===== src/rtl/motion_pkg.sv =====
// Shared definitions for the player motion path: state encoding, datapath widths
// and default physics constants also referenced by the death detector and renderer.
package motion_pkg;

    localparam int VEL_W    = 6;
    localparam int HEIGHT_W = 9;
    localparam int CALC_W   = 11;

    localparam logic [HEIGHT_W-1:0] H_START_DEF  = 9'd240;
    localparam int                  GRAVITY_DEF  = 1;
    localparam int                  FLAP_VEL_DEF = 8;
    localparam int                  VMAX_DEF     = 10;

    typedef enum logic [1:0] {
        ST_IDLE = 2'd0,
        ST_PLAY = 2'd1,
        ST_DEAD = 2'd2
    } state_e;

    // Saturate a signed intermediate height into the unsigned screen range.
    function automatic logic [HEIGHT_W-1:0] clamp_height(input logic signed [CALC_W-1:0] h);
        if (h < 0) begin
            return '0;
        end else if (h[CALC_W-2:HEIGHT_W] != '0) begin
            return '1;
        end else begin
            return h[HEIGHT_W-1:0];
        end
    endfunction

endpackage


===== src/rtl/rise_detect.sv =====
// Registered rising-edge pulse generator; load_i re-seeds the history with the
// current level so a level already high at that moment produces no pulse.
module rise_detect (
    input  logic clk,
    input  logic reset,
    input  logic load_i,
    input  logic level_i,
    output logic rise_o
);

    logic prev_q;
    logic rise_q;
    logic rise_d;

    always_comb begin
        rise_d = level_i & ~prev_q;
        if (load_i) begin
            rise_d = 1'b0;
        end
    end

    always_ff @(posedge clk) begin
        if (reset) begin
            prev_q <= 1'b0;
            rise_q <= 1'b0;
        end else begin
            prev_q <= level_i;
            rise_q <= rise_d;
        end
    end

    assign rise_o = rise_q;

endmodule


===== src/rtl/player_motion.sv =====
// Per-frame player height/velocity integrator with flap and gravity.
// Optional FLAP_COOLDOWN_EN adds a post-flap window in which new flaps are discarded.
//
// state   | meaning
// --------+------------------------------------------------------------
// ST_IDLE | waiting for start; height held at H_START, velocity 0
// ST_PLAY | integrating velocity/height on every frame_tick
// ST_DEAD | frozen after is_dead; start returns to ST_IDLE
module player_motion
    import motion_pkg::*;
#(
    parameter logic [HEIGHT_W-1:0] H_START  = H_START_DEF,
    parameter int                  GRAVITY  = GRAVITY_DEF,
    parameter int                  FLAP_VEL = FLAP_VEL_DEF,
    parameter int                  VMAX     = VMAX_DEF
`ifdef FLAP_COOLDOWN_EN
    , parameter int                COOLDOWN_FRAMES = 4
`endif
) (
    input  logic                       clk,
    input  logic                       reset,
    input  logic                       frame_tick,
    input  logic                       start,
    input  logic                       flap,
    input  logic                       is_dead,
    output logic [HEIGHT_W-1:0]        height,
    output logic                       in_game,
    output logic signed [VEL_W-1:0]    velocity,
    output logic [1:0]                 state
);

    localparam logic signed [VEL_W:0]   GRAV_V   = (VEL_W+1)'(GRAVITY);
    localparam logic signed [VEL_W:0]   VMAX_V   = (VEL_W+1)'(VMAX);
    localparam logic signed [VEL_W-1:0] VMAX_SAT = VEL_W'(VMAX);
    localparam logic signed [VEL_W-1:0] FLAP_NEG = VEL_W'(-FLAP_VEL);

    state_e                     state_q, state_d;
    logic [HEIGHT_W-1:0]        height_q, height_d;
    logic signed [VEL_W-1:0]    vel_q, vel_d;
    logic                       in_game_q;
    logic                       pending_q, pending_d;

    logic                       flap_rise;
    logic                       flap_accept;
    logic                       rise_load;
    logic signed [VEL_W:0]      vel_sum;
    logic signed [VEL_W-1:0]    vel_new;
    logic signed [CALC_W-1:0]   h_sum;

`ifdef FLAP_COOLDOWN_EN
    localparam logic [7:0] CD_LOAD = 8'(COOLDOWN_FRAMES);
    logic [7:0] cd_q, cd_d;
`endif

    // Seed the edge history on the IDLE->PLAY transition so a held button is not a flap.
    assign rise_load = (state_q == ST_IDLE) && start;

    rise_detect u_flap_rise (
        .clk     (clk),
        .reset   (reset),
        .load_i  (rise_load),
        .level_i (flap),
        .rise_o  (flap_rise)
    );

`ifdef FLAP_COOLDOWN_EN
    assign flap_accept = flap_rise && (cd_q == '0);
`else
    assign flap_accept = flap_rise;
`endif

    assign vel_sum = $signed({vel_q[VEL_W-1], vel_q}) + GRAV_V;
    assign vel_new = pending_q ? FLAP_NEG :
                     (vel_sum > VMAX_V) ? VMAX_SAT : vel_sum[VEL_W-1:0];
    assign h_sum   = $signed({2'b00, height_q}) +
                     $signed({{(CALC_W-VEL_W){vel_new[VEL_W-1]}}, vel_new});

    always_comb begin
        state_d   = state_q;
        height_d  = height_q;
        vel_d     = vel_q;
        pending_d = pending_q;
`ifdef FLAP_COOLDOWN_EN
        cd_d      = cd_q;
`endif
        case (state_q)
            ST_IDLE: begin
                height_d  = H_START;
                vel_d     = '0;
                pending_d = 1'b0;
                if (start) begin
                    state_d = ST_PLAY;
                end
            end
            ST_PLAY: begin
                if (is_dead) begin
                    state_d   = ST_DEAD;
                    pending_d = 1'b0;
`ifdef FLAP_COOLDOWN_EN
                    cd_d      = '0;
`endif
                end else if (frame_tick) begin
                    vel_d     = vel_new;
                    height_d  = clamp_height(h_sum);
                    // An edge landing on the tick cycle is kept for the next frame.
                    pending_d = flap_accept;
`ifdef FLAP_COOLDOWN_EN
                    if (pending_q) begin
                        cd_d = CD_LOAD;
                    end else if (cd_q != '0) begin
                        cd_d = cd_q - 8'd1;
                    end
`endif
                end else begin
                    pending_d = pending_q | flap_accept;
                end
            end
            ST_DEAD: begin
                if (start) begin
                    state_d  = ST_IDLE;
                    height_d = H_START;
                    vel_d    = '0;
                end
            end
            default: begin
                state_d   = ST_IDLE;
                height_d  = H_START;
                vel_d     = '0;
                pending_d = 1'b0;
            end
        endcase
    end

    always_ff @(posedge clk) begin
        if (reset) begin
            state_q   <= ST_IDLE;
            height_q  <= H_START;
            vel_q     <= '0;
            in_game_q <= 1'b0;
            pending_q <= 1'b0;
        end else begin
            state_q   <= state_d;
            height_q  <= height_d;
            vel_q     <= vel_d;
            in_game_q <= (state_d == ST_PLAY);
            pending_q <= pending_d;
        end
    end

`ifdef FLAP_COOLDOWN_EN
    always_ff @(posedge clk) begin
        if (reset) begin
            cd_q <= '0;
        end else begin
            cd_q <= cd_d;
        end
    end
`endif

    assign height   = height_q;
    assign velocity = vel_q;
    assign in_game  = in_game_q;
    assign state    = state_q;

endmodule


===== config.mk =====
export PLATFORM = sky130hd
export DESIGN_NAME = player_motion
export DESIGN_NICKNAME = d
export VERILOG_FILES = /design/src/rtl/motion_pkg.sv /design/src/rtl/rise_detect.sv /design/src/rtl/player_motion.sv
export SDC_FILE = /design/constraint.sdc
export NUM_CORES = 1
export LEC_CHECK = 0
export ABC_AREA = 1
export CAP_MARGIN = 20
export CELL_PAD_IN_SITES_DETAIL_PLACEMENT = 1
export CELL_PAD_IN_SITES_GLOBAL_PLACEMENT = 1
export CORE_MARGIN = 1.5
export CORE_UTILIZATION = 34
export DETAILED_ROUTE_END_ITERATION = 6
export GPL_TIMING_DRIVEN = 0
export PLACE_DENSITY_LB_ADDON = 0.1
export SLEW_MARGIN = 10
export SYNTH_ARGS = -nofsm -noshare
export SYNTH_HDL_FRONTEND = slang
export SYNTH_HIERARCHICAL = 1
export SYNTH_SLANG_ARGS = --single-unit

===== constraint.sdc =====
create_clock -name clk -period 2.65 [get_ports clk]
set_clock_uncertainty 0.05 [all_clocks]
set_input_delay 0.265 -clock clk [delete_from_list [all_inputs] [get_ports clk]]
set_output_delay 0.265 -clock clk [all_outputs]
set_load 0.02 [all_outputs]

# Word-level counts from Yosys, hierarchy flattened
# Index checks and enable logic that the tools add are counted.
# W data, S select, Z words.
# word_totals
ff_bits,21
elab_cells,43
# op_classes
n_addsub,2
order_cmp,2
n_eq_ne,6
muxes,19
bitwise_logic,3
n_reduce_logical,4
# op_table
op,count
$mux W9,5
$mux W6,5
$pmux W9 S2,1
$pmux W6 S2,1
$add A10 B6 Y11,1
$lt A11 B1 Y1 const B,1
$add A6 B2 Y7 const B,1
$gt A7 B5 Y1 const B,1
$mux W2,3
$ne A2 B2 Y1 const B,3
$pmux W2 S3,1
$eq A2 B1 Y1 const B,2
$reduce_and A3 Y1,1
$eq A2 B2 Y1 const B,1
$logic_not A2 Y1,1
$mux W1,2
$pmux W1 S2,1
$reduce_or A2 Y1,1
$and A1 B1 Y1,1
$logic_and A1 B1 Y1,1
$not A1 Y1,1
$or A1 B1 Y1,1

# Depth between registers and ports, before layout
# Gate-level depths: netlist of run 1.
# logic_depth
ltp_word,10
ltp_mapped,23

# Hierarchy
# The synthesis of run 1 kept the hierarchy.
# modules_own_cells
module,n_inst,cells_per_inst,area_per_inst_um2,seq_area_each_um2
player_motion,1,257,1627.8,380.4
rise_detect,1,9,71.3,40.0

# Worst setup path before layout of run 1
# OpenSTA, ideal clock, no wires.
# synth_path
kind,reg2reg
from,register vel_q[0] (netlist: velocity[0])
to,register height_q[8] (netlist: height[8])
arrival_ns,2.731
required_time_ns,2.533
setup_slack_ns,-0.198
stages_incl_launch_ff,20
period_less_slack_ns,2.848
cell_sequence,dfxtp_1 -> ha_1 -> nand2_2 -> o21bai_1 -> o21ai_0 -> nand3_2 -> nand2_2 -> nand2_1 -> nor2_1 -> ha_1 -> fa_1 -> nand3_1 -> nand3_1 -> nand2_1 -> nand2_1 -> nand2_1 -> nand3_2 -> nand2_4 -> nand3_1 -> a21oi_2
# synth_between
elab_chain_len,10
elab_cells_between_ends,11
cone_classes,add/sub (2); order compare (2); mux (7)
# synth_lines
item,line_no,text
from (decl),player_motion.sv:39,"logic signed [VEL_W-1:0] vel_q, vel_d;"
from (signal assigned),player_motion.sv:144,vel_q <= vel_d;
$add A6 B2 Y7 *,player_motion.sv:72,"assign vel_sum = $signed({vel_q[VEL_W-1], vel_q}) + GRAV_V;"
$gt A7 B5 Y1,player_motion.sv:74,(vel_sum > VMAX_V) ? VMAX_SAT : vel_sum[VEL_W-1:0];
$mux W6 *,player_motion.sv:74,
$mux W6 *,player_motion.sv:73,assign vel_new = pending_q ? FLAP_NEG :
$add A10 B6 Y11 *,player_motion.sv:75,"assign h_sum = $signed({2'b00, height_q}) +"
$lt A11 B1 Y1 or $mux W9 (tied branches),"motion_pkg.sv:22, motion_pkg.sv:24",
$mux W9 *,motion_pkg.sv:22,if (h < 0) begin
$mux W9 *,player_motion.sv:102,end else if (frame_tick) begin
$mux W9 *,player_motion.sv:96,if (is_dead) begin
$pmux W9 S2 *,player_motion.sv:86,case (state_q)
to (signal assigned),player_motion.sv:143,height_q <= height_d;
to (decl),player_motion.sv:38,"logic [HEIGHT_W-1:0] height_q, height_d;"
# Mark *: on every way between the ends. The rest lies on a longest branch, timed or not. The select of a mux whose other input is x is not followed.
# A chain may end at the register's enable or synchronous reset.

# Worst setup path after layout of run 1
# layout_path
from,register vel_q[0] (netlist: velocity[0])
to,register height_q[0] (netlist: height[0])
# Same word-level chain as after synthesis.

==> impl_metrics.py, run 1 <==
metrics = {
    "logic_synthesis": {
        "synth_cell_type_count": 28,
        "yosys-mux-area-fraction": 0,
        "async_flop_share": 0,
        "netlist_area_mm2": 0.00170,
        "synth_xor_xnor_area_share": 0.0155,
        "yosys.area.top_type_share": 0.247,
        "synthAdderAreaFrac": 0.100,
        "synth_nets": 285,
        "synth_top_family_by_area": "simple AND/OR/NAND/NOR gates",
        "synth_compound_area_frac": 0.117,
        "yosys_warnings": 6,
        "syn_avg_cell_area_um2": 6.39,
        "synth_edf_count": 0,
        "synth_ff_type": "dfxtp_1",
        "ys_ff_latch": 21,
        "synth-simple-area-share": 0.412,
        "yosys-top-cells-area": "dfxtp_1 (25%), nand2_1 (19%), ha_1 (8.8%), nand3_1 (8.8%), inv_1 (8.6%)",
        "synth_cells": 266,
        "synth_top_area_cell": "dfxtp_1",
        "ys_seq_area_frac": 0.247,
    },
    "die": {
        "fp-row-count": 25,
        "core_area_mm2": 0.00475,
        "die_w_um": 73.7,
        "start_util": 0.357,
        "die_h_um": 73.7,
        "pin_count": 24,
        "die-area_mm2": 0.00543,
    },
    "cells_and_area": {
        "diodes": 0,
        "n_fill_cell": 613,
        "layout_commonest_cell": "nand2_1",
        "drive_above_1_share": 0.321,
        "utilization": 0.538,
        "fin_nets": 332,
        "layout_common_cells": "nand2_1 (73), inv_1 (39), clkdlybuf4s50_1 (23)",
        "syn_to_final_growth_pct": 50.6,
        "finalNonFillerCells": 379,
    },
    "global_routing": {
        "track_usage": 0.206,
        "grt_pass1_wl_um": 8500,
        "grt_pass1_vias": 1797,
        "grt_overflow": 0,
        "grt_max_degree": 12,
        "antenna_found_initial": 0,
    },
    "routing": {
        "routed_via_density": 4.92,
        "wl_per_cell_um": 14.5,
        "drt-pass1-iter-count": 4,
        "initialDrtViolationCount": 66,
        "via_count": 1863,
        "routed_wl_um": 5490,
        "drc_errors": 0,
        "ant_nets": 0,
    },
    "sta": {
        "worst_pin_slew_ns": 0.595,
        "clock.fmax_mhz": 367,
        "report.final.hold_viol_count": 0,
        "grt_setup_unrepaired": "true",
        "fin_setup_tns_ns": -0.451,
        "min_period_ns": 2.73,
        "relSlewSlack": 0.604,
        "fin_crit_sh": 1.03,
        "setup_viol_count_final": 9,
        "final_max_slew_viol_count": 0,
        "fin_ws_ns": -0.0765,
    },
    "setup_path": {
        "cp.arrival_ns": 2.88,
        "crit_required_ns": 2.80,
        "cp-end-kind": "register",
        "start_kind": "register",
        "critPathMaxFanout": 5,
        "critical_path_class": "register to register",
    },
    "pwr": {
        "total_power_uw": 728,
        "p_leak_nw": 1.19,
        "max-vdd-ir-drop_mv": 0.252,
        "power.density_mw_per_mm2": 285,
    },
    "clock_network": {
        "clock_path_buffers": 2,
        "cts-root-buf": "clkbuf_8",
        "insertion_delay_ns": 0.27,
        "cts_tree": "done",
        "clk_pin_slew_worst_paths_ns": 0.08,
        "cts_made_buffers": 3,
        "clock_sinks": 21,
        "ctsHtreeMaxLevel": 1,
    },
    "place": {
        "detailedPlace.worstSlack_ns": -0.341,
        "portBuffers": 23,
        "place_inst": 356,
        "dp.final_hpwl_um": 3670,
        "place_congestion": 0.850,
    },
    "status": {
        "status": "finished with violations",
        "violations": "negative setup slack",
    },
    "flow_run": {
        "cap_viol_max_count": 0,
    },
    "worst_hold_path": {
        "hold_path.class": "register to register",
    },
}
critical path, stage by stage (launching register included):
cell and delay (ns):
dfxtp_4 0.41, ha_4 0.16, nand2_4 0.07, o21bai_1 0.18, o21ai_2 0.09, nand3_2 0.09
nand2_4 0.08, nand2_4 0.10, nor2_4 0.05, ha_4 0.16, fa_2 0.35, nand3_2 0.10
nand3_4 0.09, nand2_4 0.09, nand2_4 0.06, nand2_4 0.08, nand3_4 0.09, nand2_4 0.13
nand3_2 0.09, a21oi_2 0.14
flip-flops by register name, summed over array words and instances, names as in the netlist:
register and cells:
u_flap_rise/rise_o 1, in_game 1, pending_q 1, u_flap_rise/prev_q 1, state 2, height 9, velocity 6
power breakdown:
part / internal [mW] / switching (mW)
combinational: 0.0737 / 0.103
clock: 0.107 / 0.106
sequential: 0.325 / 0.0132
per-layer routing:
layer,GRT usage,part of all wire
met2,0.340,0.48
met1,0.269,0.48
met3,0.0343,0.027
met5,0,0
met4,0.0720,0.017
per-stage QoR:
stage	hold slack, ns	area, um2
finish	0.429	2560
global route	0.468	2560
CTS	0.438	2310
floorplan	0.326	1710
global placement	0.402	2020
detailed placement	0.427	2020
final cells by class:
cell class | instances | area (um2) | area share
Buffer | 4 | 26.3 | 0.0103
Clock buffer | 4 | 45.0 | 0.0176
Inverter | 42 | 158 | 0.0616
Multi-Input combinational cell | 202 | 1460 | 0.571
Sequential cell | 21 | 430 | 0.168
Tap cell | 67 | 83.8 | 0.0328
Timing Repair Buffer | 39 | 354 | 0.138
logic make-up (layout without fill, tap and decap cells):
group / after synthesis / in the layout
simple gates: 151 / 154
fa+ha+maj: 13 / 13
flops: 21 / 21
compound gates: 32 / 32
buf+inv: 46 / 89
xor+xnor: 3 / 3
final timing paths:
path                                    startpoint                  to  slack (ns)  depth (start not counted)
worst max-delay path                   velocity[0]           height[0]       -0.08                         19
worst min-delay path            u_flap_rise/prev_q  u_flap_rise/rise_o        0.43                          3
worst max register to register         velocity[0]           height[0]       -0.08                         19
worst min register to register  u_flap_rise/prev_q  u_flap_rise/rise_o        0.43                          3
repair_timing:
item                       in CTS  in global routing
hold buffers                    0                  0
gates cloned                    1                  2
hold endpoints to repair        0                  0
resized for setup              29                 45
setup endpoints to repair       9                  9
buffers inserted               14                  2
pin swaps                      14                 22
synthesized netlist by cell type (2+ instances only):
master and n:
ha_1 12, nor2_4 3, inv_2 3, clkbuf_1 2, inv_1 39, a21oi_1 21
nor2_1 11, a21oi_2 2, nand3_1 30, dfxtp_1 21, nand4_1 3, o21bai_1 2
nor2_2 2, nand2_2 7, xnor2_1 3, o21ai_0 4, nand3b_1 2, nand2_1 88
nand3_2 2
(Power assumes the default switching activity.)
==> inputs of run 2 (changes only) <==
- GPL_TIMING_DRIVEN: 0 -> 1
==> impl_metrics.py, run 2 (synthesis gave the netlist of run 1 again) <==
metrics = {
    "status": {
        "status": "finished with violations",
        "violations": "negative setup slack",
    },
    "clock_network": {
        "clock_sinks": 21,
        "clk_pin_slew_worst_paths_ns": 0.08,
        "cts_hold_buf": 0,
        "cts_made_buffers": 3,
        "cts_tree": "done",
        "cts-root-buf": "clkbuf_8",
        "clock_path_buffers": 2,
        "insertion_delay_ns": 0.28,
        "ctsHtreeMaxLevel": 1,
    },
    "global_routing": {
        "track_usage": 0.213,
        "grt_pass1_vias": 1933,
        "grt_use_met1": 0.272,
        "grt_busiest_layer": "met2",
        "grt_overflow": 0,
        "met3_usage": 0.0329,
        "antenna_found_initial": 0,
        "grt_pass1_wl_um": 8950,
        "grt_max_degree": 21,
        "use_met2": 0.372,
    },
    "pwr": {
        "max-vdd-ir-drop_mv": 0.186,
        "total_power_uw": 753,
        "power.density_mw_per_mm2": 278,
        "p_leak_nw": 1.33,
    },
    "die": {
        "pin_count": 24,
        "fp-row-count": 25,
        "die_h_um": 73.7,
        "core_area_mm2": 0.00475,
        "die-area_mm2": 0.00543,
        "die_w_um": 73.7,
        "start_util": 0.357,
    },
    "routing": {
        "routed_wl_um": 5980,
        "via_count": 1960,
        "wl_per_cell_um": 14.9,
        "ant_nets": 0,
        "routed_via_density": 4.89,
        "drc_errors": 0,
        "drt-pass1-iter-count": 4,
        "initialDrtViolationCount": 61,
    },
    "sta": {
        "min_period_ns": 2.74,
        "clock.fmax_mhz": 365,
        "grt_setup_unrepaired": "true",
        "final_max_slew_viol_count": 0,
        "report.final.hold_viol_count": 0,
        "fin_setup_tns_ns": -0.446,
        "holdWs_ns": 0.430,
        "relSlewSlack": 0.404,
        "setup_viol_count_final": 9,
        "worst_pin_slew_ns": 0.892,
        "fin_ws_ns": -0.0902,
        "fin_crit_sh": 1.03,
    },
    "setup_path": {
        "cp.arrival_ns": 2.89,
        "r2r_cells": 20,
        "start_kind": "register",
        "crit_path_start": "velocity[0]",
        "crit_required_ns": 2.80,
        "critical_path_class": "register to register",
        "r2r-end": "height[8]",
        "crit_path_end": "height[8]",
        "critPathMaxFanout": 4,
        "r2r_slack_ns": -0.09,
        "r2r_start": "velocity[0]",
        "cp-end-kind": "register",
    },
    "cells_and_area": {
        "multi_input_area_mm2": 0.00144,
        "fin_nets": 354,
        "drive_above_1_share": 0.362,
        "design_area_mm2": 0.00271,
        "utilization": 0.570,
        "syn_to_final_growth_pct": 59.6,
        "n_fill_cell": 624,
        "diodes": 0,
        "finalNonFillerCells": 401,
        "layout_commonest_cell": "nand2_1",
        "seq_area_um2": 429,
        "largest_reg_flops": 9,
        "layout_common_cells": "nand2_1 (78), buf_4 (40), inv_1 (38)",
    },
    "worst_hold_path": {
        "hold_path.class": "register to register",
    },
    "place": {
        "place_inst": 386,
        "detailedPlace.worstSlack_ns": -0.268,
        "portBuffers": 23,
        "placed_cell_area_mm2": 0.00225,
        "place_congestion": 0.754,
        "dp.final_hpwl_um": 4190,
    },
    "flow_run": {
        "cap_viol_max_count": 0,
    },
}
==> run 2: cell types whose count changed in the layout (fill, tap and decap cells not counted), moves of 2 or more <==
cell / previous run / this run
nand3_1: 21 / 19
clkbuf_1: 3 / 0
buf_4: 16 / 40
nand2_2: 14 / 10
nand2_1: 73 / 78
a21oi_2: 6 / 8
==> run 2: critical path, stage by stage (launching register included) <==
cell	delay (ns)
dfxtp_4	0.40
ha_4	0.15
nand2_4	0.07
o21bai_1	0.21
o21ai_2	0.11
nand3_2	0.10
nand2_4	0.08
nand2_4	0.08
nor2_4	0.04
ha_4	0.15
fa_2	0.35
nand3_2	0.09
nand3_4	0.10
nand2_4	0.09
nand2_4	0.06
buf_4	0.14
nand2_2	0.06
nand2_2	0.05
nand3_2	0.06
nand3_2	0.06
a21oi_2	0.15
==> run 2: repair_timing <==
action | CTS | global route
setup endpoints to repair | 9 | 9
cloned | 1 | 2
endpoints found under the hold margin | 0 | 0
pin swaps | 17 | 23
setup buffers | 5 | 3
gates resized for setup | 25 | 45
==> run 2: how the worst min path moves through the flow <==
stage	from	to	depth (start not counted)
after detailed placement	u_flap_rise/prev_q	u_flap_rise/rise_o	3
after global placement	u_flap_rise/prev_q	u_flap_rise/rise_o	3
after floorplan	flap	u_flap_rise/prev_q	2
after CTS	u_flap_rise/prev_q	u_flap_rise/rise_o	3
after global routing	u_flap_rise/prev_q	u_flap_rise/rise_o	3
final	u_flap_rise/prev_q	u_flap_rise/rise_o	3
==> run 2: cell type report <==
type                            instances  area share
Sequential cell                        21       0.158
Clock inverter                          1     0.00185
Inverter                               42      0.0600
Tap cell                               67      0.0309
Clock buffer                            3      0.0152
Timing Repair Buffer                   65       0.204
Multi-Input combinational cell        202       0.530
==> run 2: report_power, final <==
part | switching [mW] | total (mW) | leakage [nW] | internal [mW]
clock | 0.125 | 0.231 | 0.0255 | 0.106
combinational | 0.104 | 0.184 | 1.13 | 0.0805
sequential | 0.0126 | 0.337 | 0.173 | 0.325
==> run 2: metal layers <==
metal | part of all wire | vias up
li1 | - | 988
met1 | 0.47 | 938
met2 | 0.50 | 29
met3 | 0.024 | 5
met4 | 0.0099 | 0
met5 | 0 | -
